===== src/rtl/pipe_pkg.sv =====
// Shared bundle layouts for the inter-stage pipeline registers.
// Field widths and the control "no-op" pattern used on bubbles.
package pipe_pkg;

   localparam int DBITS   = 32;
   localparam int REGBITS = 4;
   localparam int OPBITS  = 4;
   localparam int ALUOP_W = 5;

   typedef struct packed {
      logic [DBITS-1:0]   pc;
      logic [DBITS-1:0]   rs1_val;
      logic [DBITS-1:0]   rs2_val;
      logic [DBITS-1:0]   imm;
      logic [REGBITS-1:0] rs1;
      logic [REGBITS-1:0] rs2;
      logic [REGBITS-1:0] rd;
      logic [OPBITS-1:0]  opcode;
   } stage_data_t;

   typedef struct packed {
      logic [ALUOP_W-1:0] alu_op;
      logic [1:0]         a_sel;
      logic [1:0]         b_sel;
      logic               reg_wen;
      logic               mem_wen;
      logic               noop;
      logic [1:0]         pc_sel;
   } stage_ctrl_t;

   localparam int DATA_W_C = $bits(stage_data_t);
   localparam int CTRL_W_C = $bits(stage_ctrl_t);

   localparam stage_ctrl_t CTRL_NOP_C = '0;

endpackage


===== src/rtl/pipe_stage_entry.sv =====
// One pipeline slot: valid flag plus data and control bundles.
// Clearing drops valid and parks control at the no-op pattern.
module pipe_stage_entry
   import pipe_pkg::*;
#(
   parameter int                DATA_W   = DATA_W_C,
   parameter int                CTRL_W   = CTRL_W_C,
   parameter logic [CTRL_W-1:0] CTRL_NOP = {CTRL_W{1'b0}}
) (
   input  logic              clk,
   input  logic              reset,
   input  logic              load,
   input  logic              clear,
   input  logic [DATA_W-1:0] ld_data,
   input  logic [CTRL_W-1:0] ld_ctrl,
   output logic              valid,
   output logic [DATA_W-1:0] data,
   output logic [CTRL_W-1:0] ctrl
);

   always_ff @(posedge clk) begin
      if (reset) begin
         valid <= 1'b0;
         data  <= '0;
         ctrl  <= CTRL_NOP;
      end else if (clear) begin
         // data is left alone; only control must be safe on a bubble
         valid <= 1'b0;
         ctrl  <= CTRL_NOP;
      end else if (load) begin
         valid <= 1'b1;
         data  <= ld_data;
         ctrl  <= ld_ctrl;
      end
   end

endmodule


===== src/rtl/pipe_stage_buf.sv =====
// Generic inter-stage register with valid/ready, optional skid slot,
// flush-to-bubble and a saturating stall counter.
module pipe_stage_buf
   import pipe_pkg::*;
#(
   parameter int                DATA_W   = 32*4+4*3+4,
   parameter int                CTRL_W   = 5+2+2+1+1+1+2,
   parameter logic [CTRL_W-1:0] CTRL_NOP = {CTRL_W{1'b0}},
   parameter bit                SKID     = 1'b1,
   parameter int                STALL_W  = 16
) (
   input  logic               clk,
   input  logic               reset,
   input  logic               flush,
   input  logic               in_valid,
   output logic               in_ready,
   input  logic [DATA_W-1:0]  in_data,
   input  logic [CTRL_W-1:0]  in_ctrl,
   output logic               out_valid,
   input  logic               out_ready,
   output logic [DATA_W-1:0]  out_data,
   output logic [CTRL_W-1:0]  out_ctrl,
   output logic [STALL_W-1:0] stall_cnt
);

   logic              head_v;
   logic [DATA_W-1:0] head_d;
   logic [CTRL_W-1:0] head_c;
   logic              skid_v;
   logic [DATA_W-1:0] skid_d;
   logic [CTRL_W-1:0] skid_c;

   logic              head_ld;
   logic              head_clr;
   logic              skid_ld;
   logic              skid_clr;
   logic [DATA_W-1:0] head_ld_d;
   logic [CTRL_W-1:0] head_ld_c;

   logic accept;
   logic pop;

   assign accept = in_valid & in_ready;
   assign pop    = head_v & out_ready;

   // skid entry always feeds the head first so order is kept
   assign head_ld_d = skid_v ? skid_d : in_data;
   assign head_ld_c = skid_v ? skid_c : in_ctrl;

   always_comb begin
      head_ld  = 1'b0;
      head_clr = 1'b0;
      skid_ld  = 1'b0;
      skid_clr = 1'b0;
      if (flush) begin
         head_clr = 1'b1;
         skid_clr = 1'b1;
      end else begin
         if (!head_v || pop) begin
            if (skid_v || accept) head_ld = 1'b1;
            else if (head_v)      head_clr = 1'b1;
         end
         if (skid_v) skid_clr = pop;
         else        skid_ld  = accept & head_v & ~pop;
      end
   end

   pipe_stage_entry #(
      .DATA_W   (DATA_W),
      .CTRL_W   (CTRL_W),
      .CTRL_NOP (CTRL_NOP)
   ) u_head (
      .clk     (clk),
      .reset   (reset),
      .load    (head_ld),
      .clear   (head_clr),
      .ld_data (head_ld_d),
      .ld_ctrl (head_ld_c),
      .valid   (head_v),
      .data    (head_d),
      .ctrl    (head_c)
   );

   generate
      if (SKID) begin : g_skid
         pipe_stage_entry #(
            .DATA_W   (DATA_W),
            .CTRL_W   (CTRL_W),
            .CTRL_NOP (CTRL_NOP)
         ) u_skid (
            .clk     (clk),
            .reset   (reset),
            .load    (skid_ld),
            .clear   (skid_clr),
            .ld_data (in_data),
            .ld_ctrl (in_ctrl),
            .valid   (skid_v),
            .data    (skid_d),
            .ctrl    (skid_c)
         );
         // full only when the skid slot holds a beat; purely registered
         assign in_ready = ~skid_v;
      end else begin : g_noskid
         assign skid_v   = 1'b0;
         assign skid_d   = '0;
         assign skid_c   = CTRL_NOP;
         assign in_ready = ~head_v | out_ready;
      end
   endgenerate

   assign out_valid = head_v;
   assign out_data  = head_d;
   assign out_ctrl  = head_c;

   always_ff @(posedge clk) begin
      if (reset)
         stall_cnt <= '0;
      else if (head_v && !out_ready && stall_cnt != {STALL_W{1'b1}})
         stall_cnt <= stall_cnt + 1'b1;
   end

endmodule

===== config.mk =====
export PLATFORM = sky130hd
export DESIGN_NAME = pipe_stage_buf
export DESIGN_NICKNAME = d
export VERILOG_FILES = /design/src/rtl/pipe_pkg.sv /design/src/rtl/pipe_stage_entry.sv /design/src/rtl/pipe_stage_buf.sv
export SDC_FILE = /design/constraint.sdc
export NUM_CORES = 1
export LEC_CHECK = 0
export CAP_MARGIN = 20
export CORE_UTILIZATION = 40
export CTS_BUF_LIST = sky130_fd_sc_hd__clkbuf_8 sky130_fd_sc_hd__clkbuf_16
export DETAILED_ROUTE_END_ITERATION = 7
export PLACE_DENSITY = 0.71
export SLEW_MARGIN = 20
export SYNTH_ARGS = -nofsm -noshare
export SYNTH_HDL_FRONTEND = slang
export SYNTH_SLANG_ARGS = --single-unit

===== constraint.sdc =====
create_clock -name clk -period 2.2 [get_ports clk]
set_input_delay 0.66 -clock clk [delete_from_list [all_inputs] [get_ports clk]]
set_output_delay 0.66 -clock clk [all_outputs]
set_load 0.05 [all_outputs]

Yosys cells after proc, flatten, opt, wreduce, memory -nomap -nowiden
Cells that the tools add are included.
{"block": "totals", "ff_bits": 334}
{"block": "op_classes", "n_addsub": 1, "eq_ne": 1, "mux": 13, "n_bitwise": 8, "reduce_logical": 10}
{"op": "$mux 144", "count": 1}
{"op": "$add 16x1->16 const B", "count": 1}
{"op": "$ne 16x16->1 const B", "count": 1}
{"op": "$mux 14", "count": 1}
{"op": "$mux 1", "count": 11}
{"op": "$and 1x1->1", "count": 4}
{"op": "$not 1->1", "count": 4}
{"op": "$reduce_and 2->1", "count": 2}
{"op": "$reduce_or 2->1", "count": 2}
{"op": "$logic_and 1x1->1", "count": 2}
{"op": "$logic_not 1->1", "count": 2}
{"op": "$logic_or 1x1->1", "count": 2}

Longest topological paths before layout
{"block": "logic_depth", "depth_word": 8, "ltp_mapped": 8}

Cells and area by module
A second synthesis with hierarchy kept.
{"block": "unflattened", "cells_unflattened": 1697, "hier_area_um2": 16930.0}
{"module": "pipe_stage_entry", "instances": 2, "cells_per_inst": 706, "area_each_um2": 7068.0}
{"module": "pipe_stage_buf", "instances": 1, "cells_per_inst": 285, "area_each_um2": 2793.9}

Worst setup path before layout
OpenSTA, ideal clock, no wires.
{"block": "synth_timing", "path_type": "register -> register", "from": "reg stall_cnt[3]", "to": "reg stall_cnt[15]", "t_arrival_ns": 2.044, "t_required_ns": 2.130, "path_slack_ns": 0.086, "stages_incl_launch_ff": 5, "path_buffers": 0, "period_less_slack_ns": 2.114, "path_cell_list": "dfxtp_1 -> nand3_2 -> or4_4 -> or4_1 -> a21oi_1"}
{"block": "synth_between", "elab_chain_len": 2, "elab_cells_between_ends": 3, "cone_classes": "1 x add/sub; 1 x eq/ne; 1 x reduce/logical"}
{"item": "start: declaration", "line_no": "pipe_stage_buf.sv:23", "source": "output logic [STALL_W-1:0] stall_cnt"}
{"item": "start signal: assignment", "line_no": "pipe_stage_buf.sv:119", "source": "stall_cnt <= stall_cnt + 1'b1;"}
{"item": "parallel branches: the longest is 2 deep, another holds $add 16x1->16"}
Several ways; the timed one is not identified.
A chain may end at the register's enable or synchronous reset.

Worst setup path in the final report
{"block": "layout_timing", "from": "in out_ready", "to": "reg u_head.data[84]"}
{"block": "layout_between", "elab_chain_len": 6, "elab_cells_between_ends": 8, "cone_classes": "4 x mux; 2 x bitwise; 2 x reduce/logical"}
{"item": "start: declaration", "line_no": "pipe_stage_buf.sv:20", "source": "input logic out_ready,"}
{"item": "$and 1x1->1 (*)", "line_no": "pipe_stage_buf.sv:44", "source": "assign pop = head_v & out_ready;"}
{"item": "$logic_or 1x1->1 (*)", "line_no": "pipe_stage_buf.sv:59", "source": "if (!head_v || pop) begin"}
{"item": "$mux 1", "line_no": "pipe_stage_buf.sv:59"}
{"item": "$mux 1", "line_no": "pipe_stage_buf.sv:55", "source": "if (flush) begin"}
{"item": "$not 1->1 (no source line)"}
{"item": "$reduce_and 2->1 (no source line) (*)"}
{"item": "end signal: assignment", "line_no": "pipe_stage_entry.sv:32", "source": "data <= ld_data;"}
{"item": "end: declaration", "line_no": "pipe_stage_entry.sv:17", "source": "output logic [DATA_W-1:0] data,"}
Mark *: on every way between the ends. The rest lies on a longest branch, timed or not.

==> results.json <==
{
  "final.min_clock_period_ns": 2.083,
  "yosysMostFrequentCell": "dfxtp_1",
  "critical_path_arrival_ns": 2.49,
  "ant_nets": 0,
  "ys_ff_latch": 334,
  "grt_pass1_vias": 10900,
  "end_kind": "flop",
  "clkLatencyLatePin_ns": 0.50,
  "dp_hpwl_mm": 23.77,
  "tritoncts": "built",
  "fin_nets": 1960,
  "clockRootBuffer": "clkbuf_16",
  "die_h_um": 183.1,
  "avgRoutedWirePerCell_um": 15.80,
  "worst_pin_slew_ns": 0.6915,
  "num_io_pins": 339,
  "syn_nets": 1661,
  "initial_core_util_pct": 41.15,
  "fin_setup_tns_ns": 0,
  "synth_area_leaders": "dfxtp_1, mux2i_1, nand2_1, a211oi_1, a21oi_1",
  "report.final.hold_viol_count": 0,
  "fin_total_pwr_mw": 14.16,
  "drc": 0,
  "status": "finished, final reports clean",
  "syn_inst": 1497,
  "drive_above_1_share_pct": 9.071,
  "final-max-slew-violation-count": 0,
  "die_area_sq_um": 33520,
  "diodes": 0,
  "wl_mm": 35.61,
  "cap_violations": 0,
  "synthSimpleGateAreaFrac_pct": 15.81,
  "synth_area_sq_um": 13120,
  "htree_levels": 2,
  "yosys-top-cells-count": "dfxtp_1, nand2_1, nor2_1, a21oi_1, mux2i_1",
  "grt_use_total_pct": 20.58,
  "synth_mux_area_share_pct": 12.30,
  "drtIter0Drc": 688,
  "io_buffers": 338,
  "postLayoutCoreUtil_pct": 56.46,
  "routed_via_density": 5.108,
  "yosys_most_used_dff": "dfxtp_1",
  "synth-compound-area-share_pct": 16.60,
  "switchingPower_mw": 3.744,
  "vias": 11510,
  "combPwrFrac_pct": 13.8,
  "grt_max_degree": 119,
  "ys.warnings.count": 0,
  "synth_top_family_by_area": "compound AO/OA/AOI/OAI gates",
  "yosysTopAreaCell": "dfxtp_1",
  "clk_pin_slew_ns": 0.06,
  "die_x_um": 183.1,
  "cp_max_fo": 20,
  "p_per_area_nw_per_um2": 786.5,
  "synth-xor-area-share_pct": 0.1335,
  "setup_viol": 0,
  "peakVddDrop_mv": 0.6826,
  "synth_adder_area_share_pct": 0.09538,
  "internal-power_mw": 10.41,
  "max_stage_delay_ns": 0.48,
  "cts_sinks": 334,
  "critPathLaunchType": "input pin",
  "core_area_sq_um": 31880,
  "cp_common_cell": "buf_4",
  "max-slew-margin-rel_pct": 53.90,
  "cts_hold_buf": 0,
  "leakage_nw": 6.550,
  "crit_required_ns": 2.60,
  "num_rows": 65,
  "gr-total-overflow": 0,
  "grt_pass1_wl_mm": 56.59,
  "antenna_found_initial": 0,
  "synth_edf_count": 0,
  "synth_area_per_cell_sq_um": 8.763,
  "rsz0062_at_grt": "false",
  "area.growth.synth_to_final_pct": 37.21,
  "firstDrtPassIters": 5,
  "cp_slowest_cell": "clkdlybuf4s50_1",
  "gp_congestion": 0.7618,
  "sw_frac_of_total_pct": 26.45,
  "fmax_mhz": 480.2,
  "clock_skew_ns": 0.01097,
  "numCtsBuffers": 37,
  "cp_top_family": "buffers and inverters",
  "pwr-share-clk_pct": 41.1,
  "hold_path_class": "reg2reg",
  "p_seq_share_pct": 45.0,
  "min_period_over_period_pct": 94.67,
  "synth_top_area_share_pct": 50.97,
  "ys_seq_area_share_pct": 50.97,
  "async_reset_ff_share_pct": 0,
  "synth.distinct_cells": 39,
  "nFillCells": 2882,
  "clockBufferDepth": 3,
  "crit_buf_inv": 4,
  "path_class": "in2reg",
  "cp_cell_sequence": "clkdlybuf4s50_1, buf_4, and2b_1, nor3_2, buf_4, buf_4, nor2_1, a211oi_1"
}
==> cell families (layout without fill, tap and decap cells) <==
family	count (synthesis)	in the layout
muxes	161	161
xor gates and xnor gates	2	2
and+or+nand+nor	525	525
AOI/OAI and AO/OA	344	344
DFF	334	334
buffers and inverters	130	452
adders and majority gates	1	1
==> through the flow <==
stage | instances | hold WS, ns | setup WS, ns | area, sq um
after floorplan | 1497 | 0.4360 | 0.08558 | 13120
after global routing | 2254 | 0.4516 | 0.003962 | 18000
after CTS | 2254 | 0.4336 | 0.09869 | 17990
after detailed placement | 2192 | 0.4463 | -0.3583 | 17010
final | 2254 | 0.4502 | 0.1173 | 18000
after global placement | 2192 | 0.4407 | -0.3509 | 17010
==> tightest hold or removal path, delay by kind of cell, from the launching register on <==
kind               cells  cell delay (ns)
and+or+nand+nor        1             0.05
AOI/OAI and AO/OA      1             0.05
DFF                    1             0.30
==> power groups by stage <==
stage               combinational (mW)  sequential, mW  clock (mW)
finish                            1.96            6.38        5.82
global route                      2.08            6.40        6.26
global placement                  2.04            6.51           0
CTS                               1.97            6.38        5.98
detailed placement                2.06            6.51           0
floorplan                        0.509            7.17           0
==> metal layers <==
metal / GRT usage (%) / routed length, um
met5: 0 / 0
met4: 7.400 / 1073
met3: 5.143 / 2316
met2: 35.19 / 17310
met1: 24.97 / 14910
==> layout by cell type (no fill, tap or decap), types with 2 or more instances in the layout <==
master	instances
or3_1	4
inv_1	14
a211oi_1	158
nand4_1	6
a311o_1	2
clkbuf_16	37
o41ai_2	2
nand3_1	3
a21oi_1	168
nand2_1	322
or4_1	3
dfxtp_1	333
clkdlybuf4s50_1	161
o21ai_0	6
bufinv_16	2
o41ai_1	3
clkbuf_8	5
nand2b_1	2
dlygate4sd2_1	124
nor2_1	169
mux2_2	2
nor2b_1	2
buf_12	18
o31ai_1	2
clkinv_2	6
o311ai_0	2
buf_4	81
mux2i_1	159
nor3_2	2
==> final cells by class <==
cell class | count | area [sq um] | area share (%)
tap | 435 | 544.3 | 3.024
sequential | 334 | 6690 | 37.17
clock buffer | 42 | 994.7 | 5.527
timing repair buffer | 386 | 3692 | 20.51
clock inverter | 20 | 143.9 | 0.7994
multi-input combinational | 1033 | 5918 | 32.88
inverter | 4 | 15.01 | 0.08342
==> sequential cells by signal (all words and copies together) (netlist names) <==
name	count
g_skid.u_skid.ctrl	14
u_head.ctrl	14
u_head.valid	1
stall_cnt	16
g_skid.u_skid.valid	1
u_head.data	144
g_skid.u_skid.data	144
==> worst paths after layout <==
path                                from  depth (start not counted)  slack [ns]                     end
setup / recovery               out_ready                          8        0.12         u_head.data[84]
hold / removal    g_skid.u_skid.data[37]                          2        0.45  g_skid.u_skid.data[37]
setup reg to reg            stall_cnt[8]                          4        0.24           stall_cnt[11]
hold reg to reg   g_skid.u_skid.data[37]                          2        0.45  g_skid.u_skid.data[37]
==> repair_timing <==
item | CTS | global route
setup endpoints to repair | 124 | 1
gates resized for setup | 124 | 1
setup buffers | 0 | 0
(Power assumes the default switching activity.)
